==> config.mk <==
export PLATFORM = sky130hd
export DESIGN_NAME = seq_divider
export DESIGN_NICKNAME = d
export VERILOG_FILES = /design/src/rtl/div_pkg.sv /design/src/rtl/sub_nbits.sv /design/src/rtl/seq_divider.sv
export SDC_FILE = /design/constraint.sdc
export NUM_CORES = 1
export LEC_CHECK = 0
export CAP_MARGIN = 20
export CORE_MARGIN = 1.5
export CORE_UTILIZATION = 40
export CTS_CLUSTER_SIZE = 8
export DETAILED_ROUTE_END_ITERATION = 12
export PLACE_DENSITY = 0.74
export SYNTH_ARGS = -nofsm -noshare
export SYNTH_HDL_FRONTEND = slang
export SYNTH_SLANG_ARGS = --single-unit
==> constraint.sdc <==
create_clock -name clk -period 2.7 [get_ports clk]
set_input_delay 0.27 -clock clk [delete_from_list [all_inputs] [get_ports clk]]
set_output_delay 0.27 -clock clk [all_outputs]
set_load 0.01 [all_outputs]
==> src/rtl/div_pkg.sv <==
// Shared types and constants for the sequential divider.
package div_pkg;

    typedef enum logic [1:0] {
        IDLE = 2'd0,
        CALC = 2'd1,
        DONE = 2'd2
    } state_e;

    localparam int DIV_WIDTH = 4;

endpackage

==> src/rtl/sub_nbits.sv <==
// WIDTH-bit subtractor; s[WIDTH] is carry-out, set when a >= b.
module sub_nbits #(
    parameter int WIDTH = 4
) (
    input  logic [WIDTH-1:0] a,
    input  logic [WIDTH-1:0] b,
    output logic [WIDTH:0]   s
);

    assign s = {1'b0, a} + {1'b0, ~b} + {{WIDTH{1'b0}}, 1'b1};

endmodule

==> src/rtl/seq_divider.sv <==
// Restoring divider, one quotient bit per clock on a shared subtractor.
// DIV_ZERO_CHECK_EN: divisor 0 skips the iterations and flags div_by_zero.
module seq_divider
    import div_pkg::*;
#(
    parameter int WIDTH = DIV_WIDTH
) (
    input  logic             clk,
    input  logic             rst_n,
    input  logic             start,
    input  logic [WIDTH-1:0] dividend,
    input  logic [WIDTH-1:0] divisor,
    output logic             busy,
    output logic             done,
    output logic [WIDTH-1:0] quotient,
    output logic [WIDTH-1:0] remainder,
    output logic             div_by_zero
);

    localparam int CW = $clog2(WIDTH + 1);

    state_e           state_q, state_d;
    // R < 2^(WIDTH-1) before every shift, so its top bit is never stored
    logic [WIDTH-2:0] r_q, r_d;
    logic [WIDTH-1:0] q_q, q_d;
    logic [WIDTH-1:0] d_q, d_d;
    logic [CW-1:0]    cnt_q, cnt_d;
    logic [WIDTH-1:0] quo_q, quo_d;
    logic [WIDTH-1:0] rem_q, rem_d;
    logic             dbz_q, dbz_d;

    logic [WIDTH-1:0] shifted;
    logic [WIDTH:0]   sub_s;
    logic [WIDTH-1:0] r_nx;
    logic [WIDTH-1:0] q_nx;

    assign shifted = {r_q, q_q[WIDTH-1]};

    sub_nbits #(.WIDTH(WIDTH)) u_sub (
        .a(shifted),
        .b(d_q),
        .s(sub_s)
    );

    assign r_nx = sub_s[WIDTH] ? sub_s[WIDTH-1:0] : shifted;
    assign q_nx = {q_q[WIDTH-2:0], sub_s[WIDTH]};

    always_comb begin
        state_d = state_q;
        r_d     = r_q;
        q_d     = q_q;
        d_d     = d_q;
        cnt_d   = cnt_q;
        quo_d   = quo_q;
        rem_d   = rem_q;
        dbz_d   = dbz_q;
        unique case (state_q)
            IDLE: begin
                if (start) begin
                    d_d     = divisor;
                    q_d     = dividend;
                    r_d     = '0;
                    cnt_d   = CW'(WIDTH);
                    dbz_d   = 1'b0;
                    state_d = CALC;
`ifdef DIV_ZERO_CHECK_EN
                    if (divisor == '0) begin
                        quo_d   = '1;
                        rem_d   = dividend;
                        dbz_d   = 1'b1;
                        state_d = DONE;
                    end
`endif
                end
            end
            CALC: begin
                r_d   = r_nx[WIDTH-2:0];
                q_d   = q_nx;
                cnt_d = cnt_q - CW'(1);
                if (cnt_q == CW'(1)) begin
                    quo_d   = q_nx;
                    rem_d   = r_nx;
                    state_d = DONE;
                end
            end
            DONE: state_d = IDLE;
            default: state_d = IDLE;
        endcase
    end

    always_ff @(posedge clk or negedge rst_n) begin
        if (!rst_n) begin
            state_q <= IDLE;
            r_q     <= '0;
            q_q     <= '0;
            d_q     <= '0;
            cnt_q   <= '0;
            quo_q   <= '0;
            rem_q   <= '0;
            dbz_q   <= 1'b0;
        end else begin
            state_q <= state_d;
            r_q     <= r_d;
            q_q     <= q_d;
            d_q     <= d_d;
            cnt_q   <= cnt_d;
            quo_q   <= quo_d;
            rem_q   <= rem_d;
            dbz_q   <= dbz_d;
        end
    end

    assign busy        = (state_q != IDLE);
    assign done        = (state_q == DONE);
    assign quotient    = quo_q;
    assign remainder   = rem_q;
    assign div_by_zero = dbz_q;

endmodule

# After elaboration in Yosys (flattened, before gate mapping)

Index checks and enable logic that the tools add are counted.

Reduce and logical (&&, ||, !) cells: 7
$lt $le $gt $ge: 0
Shift operators: 0
Multipliers: 0
Divide/modulo/power cells: 0
Equal/unequal tests: 5
Multiplexer cells: 10
Bitwise operators: 1
$add $sub $neg: 3

Operator list:

| cell                                                 | number |
|---|---|
| case mux 3 bit (2 select lines)                      | 2 |
| two-way mux 4 bit                                    | 2 |
| case mux 4 bit (2 select lines)                      | 1 |
| AND reduction 2 bit                                  | 4 |
| two-way mux 3 bit                                    | 2 |
| adder 4 x 4 -> 5 bit                                 | 1 |
| adder 5 x 1 -> 5 bit (second input constant)         | 1 |
| two-way mux 2 bit                                    | 2 |
| != test 2 bit (second input constant)                | 2 |
| inverter 4 bit                                       | 1 |
| case mux 2 bit (2 select lines)                      | 1 |
| nonzero test 2 bit                                   | 2 |
| equality test 3 x 1 -> 1 bit (second input constant) | 1 |
| subtractor 3 x 1 -> 3 bit (second input constant)    | 1 |
| equality test 2 x 1 -> 1 bit (second input constant) | 1 |
| equality test 2 bit (second input constant)          | 1 |
| zero test 2 bit                                      | 1 |

Memories kept: 0
Bits in writable memories: 0
Memory bits (read-only): 0
Output and inout bits: 11
Word-level logic and storage cells: 33
Bits in latches: 0
Input port bits: 11
Bits in registers: 24

# Logic depth before layout (Yosys ltp)

Gate-level depths: netlist of run 1.

Depth after elaboration: 5
Gate-level depth with buffers: 8
Mapped depth without buffers: 8

# Hierarchy

Synthesis of run 1 repeated with hierarchy kept, for this count alone.

Cell total of the unflattened synthesis: 102
Area total of the unflattened synthesis: 1189.9 µm²

Modules (own cells, without submodules):

| module      | seq. area each (µm²) | area an instance (µm²) | instances | cells an instance |
|---|---|---|---|---|
| seq_divider | 600.6                | 1048.5                 | 1         | 84 |
| sub_nbits   | 0.0                  | 141.4                  | 1         | 18 |

# Least setup slack after synthesis of run 1

Ideal clock, no wire load.

Kind: reg2reg
Start point: register q_q[3]
End point: register r_q[0]
Setup slack: 0.950 ns
Required time: 2.626 ns
Data arrival time: 1.676 ns
Cell stages (with the launch flop): 8
Library setup time: 0.074 ns
Clock period less this slack: 1.750 ns
Path buffers: 0
Cell sequence: dfrtp_1 -> inv_1 -> ha_1 -> fa_1 -> and2b_1 -> o22ai_4 -> mux2_4 -> o21ai_2

Cells in the longest elaborated chain, start to end: 4

Ends and longest elaborated chain:

| item                              | RTL line           | text |
|---|---|---|
| start: declaration                | seq_divider.sv:25  | `logic [WIDTH-1:0] q_q, q_d;` |
| start signal: assignment          | seq_divider.sv:104 | `q_q <= q_d;` |
| adder 4 x 4 -> 5 bit              | sub_nbits.sv:10    | `assign s = {1'b0, a} + {1'b0, ~b} + {{WIDTH{1'b0}}, 1'b1};` |
| adder 5 x 1 -> 5 bit              | sub_nbits.sv:10    |  |
| two-way mux 4 bit *               | seq_divider.sv:45  | `assign r_nx = sub_s[WIDTH] ? sub_s[WIDTH-1:0] : shifted;` |
| case mux 3 bit (2 select lines) * | seq_divider.sv:57  | `unique case (state_q)` |
| end signal: assignment            | seq_divider.sv:103 | `r_q <= r_d;` |
| end: declaration                  | seq_divider.sv:24  | `logic [WIDTH-2:0] r_q, r_d;` |

Every way passes the cells marked *; elsewhere a longest branch is shown, timed or not.
A chain may end at the register's enable or synchronous reset.

# Final worst setup path of run 1

Same ends and word-level chain as after synthesis.

==> metrics.yaml, run 1 <==
regToRegEndpoint: "r_q[0]$_DFFE_PN0P_"
holdWs_ns: 0.302
first_iter_violations: 14
worst-setup-path-type: "flip-flop to flip-flop"
die-area_um2: 3320
finalNetCount: 168
htree_levels: 1
gp_congestion: 0.804
max-vdd-ir-drop_mv: 0.768
coreArea_um2: 2780
cts_tree: "yes"
netSwitchingFraction_pct: 39.7
max_slew_margin_pct: 64.9
hold_path_class: "input pin to async pin"
crit_fanout: 7
leakage_nw: 0.691
synth.avg_cell_area_um2: 9.32
pwr-share-clk_pct: 13.6
fin_crit_sh_pct: 70.1
layout_common_cells: "nand2_1, dfrtp_1, clkdlybuf4s50_1"
vias: 925
vias_per_cell: 5.14
cp_data_arrival_time_ns: 2.14
die_w_um: 57.6
r2r_setup_slack_ns: 0.81
clk_pin_slew_worst_paths_ns: 0.13
synth_seq_cells: 24
cts_resized: 0
antenna_found_initial: 0
grt_pass1_vias: 917
area_growth_pct: 23.1
initial_core_util_pct: 42.9
fin_skew_ns: 0.00528
r2r_cells: 7
hold_violations: 0
drtAntennaViolNets: 0
cp-end-kind: "flip-flop"
antenna_cells: 0
dp_hpwl_mm: 1.71
fin_tns_setup_ns: 0
routed_wire_length_per_instance_um: 12.7
fin_total_pwr_mw: 1.90
grt_overflow: 0
seqPwrFrac_pct: 33.6
setup_violations: 0
synthCells: 128
final_common_cell: "nand2_1"
synth_fp_nets: 146
crit_chain: "inv_1 > ha_1 > fa_1 > and2b_1 > o22ai_4 > mux2_4 > o21ai_2"
maxSlewViolCount: 0
insertion_delay_ns: 0.31
grt_pass1_wl_mm: 4.00
p_switching_mw: 0.756
hold_buffers: 0
cts_sinks: 24
maxCapViolations: 0
worst_path_largest_cell_delay_ns: 0.37
grt_max_degree: 25
yosysUniqueCellTypes: 27
grt_use_total_pct: 15.3
yosys_warnings: 0
power.internal_mw: 1.15
rr_startpoint: "q_q[3]$_DFFE_PN0P_"
worst_pin_slew_ns: 0.527
top_level_ports: 22
cp.required_ns: 2.94
share_comb_of_total_power_pct: 52.8
port_buffers: 20
die_h_um: 57.6
wirelength_mm: 2.28
cts-root-buf: "clkbuf_4"
num_rows: 19
drc: 0
clockBufferDepth: 2
rsz0062_at_grt: "no"
cts_setup_buffers: 0
critPathSlowestCell: "fa_1"
synth_seq_area_share_pct: 50.4
cts_buffers: 3
drive_above_1_share_pct: 8.05
drt_pass1_iterations: 4
max_freq_mhz: 528
timing.final.crit_period_ns: 1.89
start_kind: "flip-flop"
netlist_area_um2: 1190
powerDensity_nw_per_um2: 1300
status: "complete, no violations"
## state kept, by name, indices dropped and copies added, names as in the netlist
register and flops:
cnt_q 3, q_q 4, quotient 4, r_q 3, d_q 4, remainder 4
state_q 2
## layout make-up
type	instances	area (µm²)
Fill cell	257	1310
Sequential cell	24	601
Timing Repair Buffer	21	208
Multi-Input combinational cell	90	531
Clock buffer	3	22.5
Tap cell	31	38.8
Inverter	10	37.5
Clock inverter	1	30.0
## worst max path at each step
| stage | from | to | slack (ns) |
|---|---|---|---|
| 6_report | q_q[3]$_DFFE_PN0P_ | r_q[0]$_DFFE_PN0P_ | 0.81 |
| 5_1_grt | q_q[3]$_DFFE_PN0P_ | remainder[3]$_DFFE_PN0P_ | 0.67 |
| 3_5_place_dp | q_q[3]$_DFFE_PN0P_ | r_q[0]$_DFFE_PN0P_ | 0.84 |
| 2_1_floorplan | q_q[3]$_DFFE_PN0P_ | r_q[0]$_DFFE_PN0P_ | 0.95 |
| 4_1_cts | q_q[3]$_DFFE_PN0P_ | r_q[0]$_DFFE_PN0P_ | 0.81 |
| 3_3_place_gp | q_q[3]$_DFFE_PN0P_ | r_q[0]$_DFFE_PN0P_ | 0.90 |
## power by group through the flow
| stage | combinational [mW] | sequential, mW | clock, mW |
|---|---|---|---|
| floorplan | 0.697 | 0.646 | 0 |
| global placement | 0.957 | 0.640 | 0 |
| detailed placement | 0.996 | 0.648 | 0 |
| CTS | 1.01 | 0.640 | 0.262 |
| global route | 1.14 | 0.662 | 0.279 |
| finish | 1.00 | 0.640 | 0.258 |
## cells in the mapped netlist
library cell	instances	area, µm²
inv_1	10	37.5
clkbuf_1	1	3.75
a22oi_1	2	15.0
a211o_2	1	10.0
a31oi_1	3	18.8
a21oi_1	5	25.0
ha_1	6	75.1
a21o_1	1	7.51
buf_2	1	5.00
mux2_4	1	15.0
conb_1	1	3.75
o22ai_4	1	20.0
o21ai_0	16	80.1
buf_4	2	15.0
and2b_1	2	15.0
nor2_1	9	33.8
fa_1	1	20.0
o21ai_2	2	17.5
nand2_1	27	101
nor2b_1	3	18.8
and3_1	1	6.26
nand3_1	4	20.0
and2_1	1	6.26
or2_4	1	8.76
nand2b_1	1	6.26
dfrtp_1	24	601
or2_2	1	6.26
## layer usage
layer  part of all wire [%]  GRT usage, %
met5                      0             0
met1                     44          20.7
met2                     51          25.6
met3                    3.9          2.72
met4                   0.35          3.65
## through the flow
step	area, µm²	util, %	setup WS (ns)	instances
floorplan	1190	-	0.950	128
global placement	1420	50.9	0.901	176
detailed placement	1420	50.9	0.840	176
CTS	1470	52.8	0.812	180
global route	1470	52.8	0.666	180
finish	1470	52.8	0.807	180
## critical path, delay by kind of cell (launching register included)
family                   cells  cell delay [ns]
AO/OA/AOI/OAI                2             0.24
adder cells (fa/ha/maj)      2             0.59
buffers and inverters        1             0.06
flip-flops                   1             0.35
multiplexers                 1             0.33
AND/OR/NAND/NOR              1             0.26
## logic make-up after synthesis
family	share of synthesized area, %
flip-flops	50.4
AO/OA/AOI/OAI	16.3
adder cells (fa/ha/maj)	7.97
multiplexers	1.26
other	0.314
AND/OR/NAND/NOR	18.7
buffers and inverters	5.14
Note: power is estimated with default switching activity, not from simulation.
==> inputs of run 2 (changes only) <==
PLACE_DENSITY = 0.76   (was 0.74)
clock period = 1.5 ns   (was 2.7 ns; I/O delays follow)
==> metrics.yaml, run 2 (synthesis results as in run 1) <==
status: "finished, violations left"
fin_cells: 197
drive_above_1_share_pct: 22.9
die_w_um: 57.6
clk_pin_slew_worst_paths_ns: 0.12
post-route-util_pct: 58.3
grt_use_total_pct: 16.9
finalNetCount: 186
cts_buffers: 3
insertion_delay_ns: 0.30
dp_hpwl_mm: 1.85
fin_skew_ns: 0.00317
fill_cells: 250
leakage_nw: 0.775
crit_chain: "ha_4 > fa_2 > and2b_2 > o22ai_4 > mux2_4 > o21ai_2"
maxCapViolations: 0
power.internal_mw: 2.31
fin_ws_ns: -0.308
drt_pass1_iterations: 4
max-vdd-ir-drop_mv: 1.27
antenna_found_initial: 0
port_buffers: 20
initial_core_util_pct: 42.9
dp_cells: 186
vias: 1018
num_rows: 19
critPathSlowestCell: "dfrtp_1"
grt_pass1_wl_mm: 4.28
clockBufferDepth: 2
die_h_um: 57.6
worst_pin_slew_ns: 0.530
setup_violations: 9
failed_checks: "setup timing"
hold_violations: 0
antenna_cells: 0
max_freq_mhz: 553
die-area_um2: 3320
drc: 0
fin_crit_sh_pct: 121
share_comb_of_total_power_pct: 63.9
fin_total_pwr_mw: 3.91
path_buf_inv: 0
cts-root-buf: "clkbuf_4"
htree_levels: 1
worst_path_largest_cell_delay_ns: 0.44
routed_wire_length_per_instance_um: 13.6
pwr-share-clk_pct: 7.0
start_kind: "flip-flop"
top_level_ports: 22
timing.final.crit_period_ns: 1.81
max_slew_margin_pct: 64.7
netSwitchingFraction_pct: 40.9
grt_overflow: 0
p_switching_mw: 1.60
maxSlewViolCount: 0
cts_sinks: 24
vias_per_cell: 5.17
coreArea_um2: 2780
worst-setup-path-type: "flip-flop to flip-flop"
powerDensity_nw_per_um2: 2410
cp_data_arrival_time_ns: 2.05
first_iter_violations: 18
area_growth_pct: 36.0
gp_congestion: 0.882
grt_pass1_vias: 976
cp.required_ns: 1.74
drtAntennaViolNets: 0
cp-end-kind: "flip-flop"
hold_path_class: "input pin to async pin"
layout_common_cells: "nand2_1, dfrtp_1, clkdlybuf4s50_1, buf_4, o21ai_0"
crit_fanout: 6
rsz0062_at_grt: "yes"
grt_max_degree: 25
wirelength_mm: 2.67
final_common_cell: "nand2_1"
cts_tree: "yes"
seqPwrFrac_pct: 29.1
cp_top_family: "adder cells"
[run 2: cell count changes in the layout (fill, tap and decap cells not counted), moves of 2 or more]
cell,previous run,this run
a21oi_1,5,3
buf_4,1,18
clkdlybuf4s50_1,20,18
o21ai_0,16,10
o21ai_1,0,4
o21ai_2,2,4
[run 2: per-stage QoR]
step | instance area (µm²) | worst slack [ns] | TNS [ns] | hold WS (ns)
after detailed placement | 1500 | -0.263 | -1.33 | 0.473
after floorplan | 1200 | -0.174 | -0.553 | -0.146
after global routing | 1620 | -0.377 | -2.77 | 0.211
after CTS | 1550 | -0.244 | -1.43 | 0.188
after global placement | 1500 | -0.207 | -0.909 | 0.458
final | 1620 | -0.308 | -2.04 | 0.186
[run 2: path summary, 6_finish.rpt]
kind	startpoint	cells past startpoint	end	slack, ns
min in group clk	divisor[0]	3	d_q[0]$_DFFE_PN0P_	0.36
min	rst_n	2	q_q[3]$_DFFE_PN0P_	0.19
max	d_q[0]$_DFFE_PN0P_	6	remainder[0]$_DFFE_PN0P_	-0.31
min reg2reg	remainder[2]$_DFFE_PN0P_	2	remainder[2]$_DFFE_PN0P_	0.50
max in group asynchronous	rst_n	2	remainder[1]$_DFFE_PN0P_	1.08
max reg2reg	d_q[0]$_DFFE_PN0P_	6	remainder[0]$_DFFE_PN0P_	-0.31
[run 2: power by group through the flow]
stage,combinational [mW],sequential [mW],clock [mW]
final,2.50,1.14,0.272
after global routing,2.77,1.18,0.310
after CTS,2.14,1.13,0.284
after detailed placement,2.02,1.15,0
after global placement,1.93,1.14,0
after floorplan,1.27,1.17,0
[run 2: cell type report]
class	instances	area, µm²	area share [%]
tap	31	38.8	2.39
sequential	24	601	37.0
timing repair buffer	39	345	21.3
clock buffer	3	22.5	1.39
multi-input combinational	90	577	35.6
inverter	10	37.5	2.31
[run 2: per-layer routing]
layer	wire, µm	up-vias	global-route usage, %
li1	-	498	-
met5	0	-	0
met1	1120	490	20.6
met2	1410	22	30.5
met4	65	0	4.98
met3	81	8	2.72
[run 2: repair_timing]
| action | CTS | global route |
|---|---|---|
| hold buffers | 0 | 0 |
| buffers inserted | 4 | 4 |
| pin swaps | 1 | 5 |
| resized for setup | 6 | 12 |
| endpoints found under the setup margin | 11 | 10 |
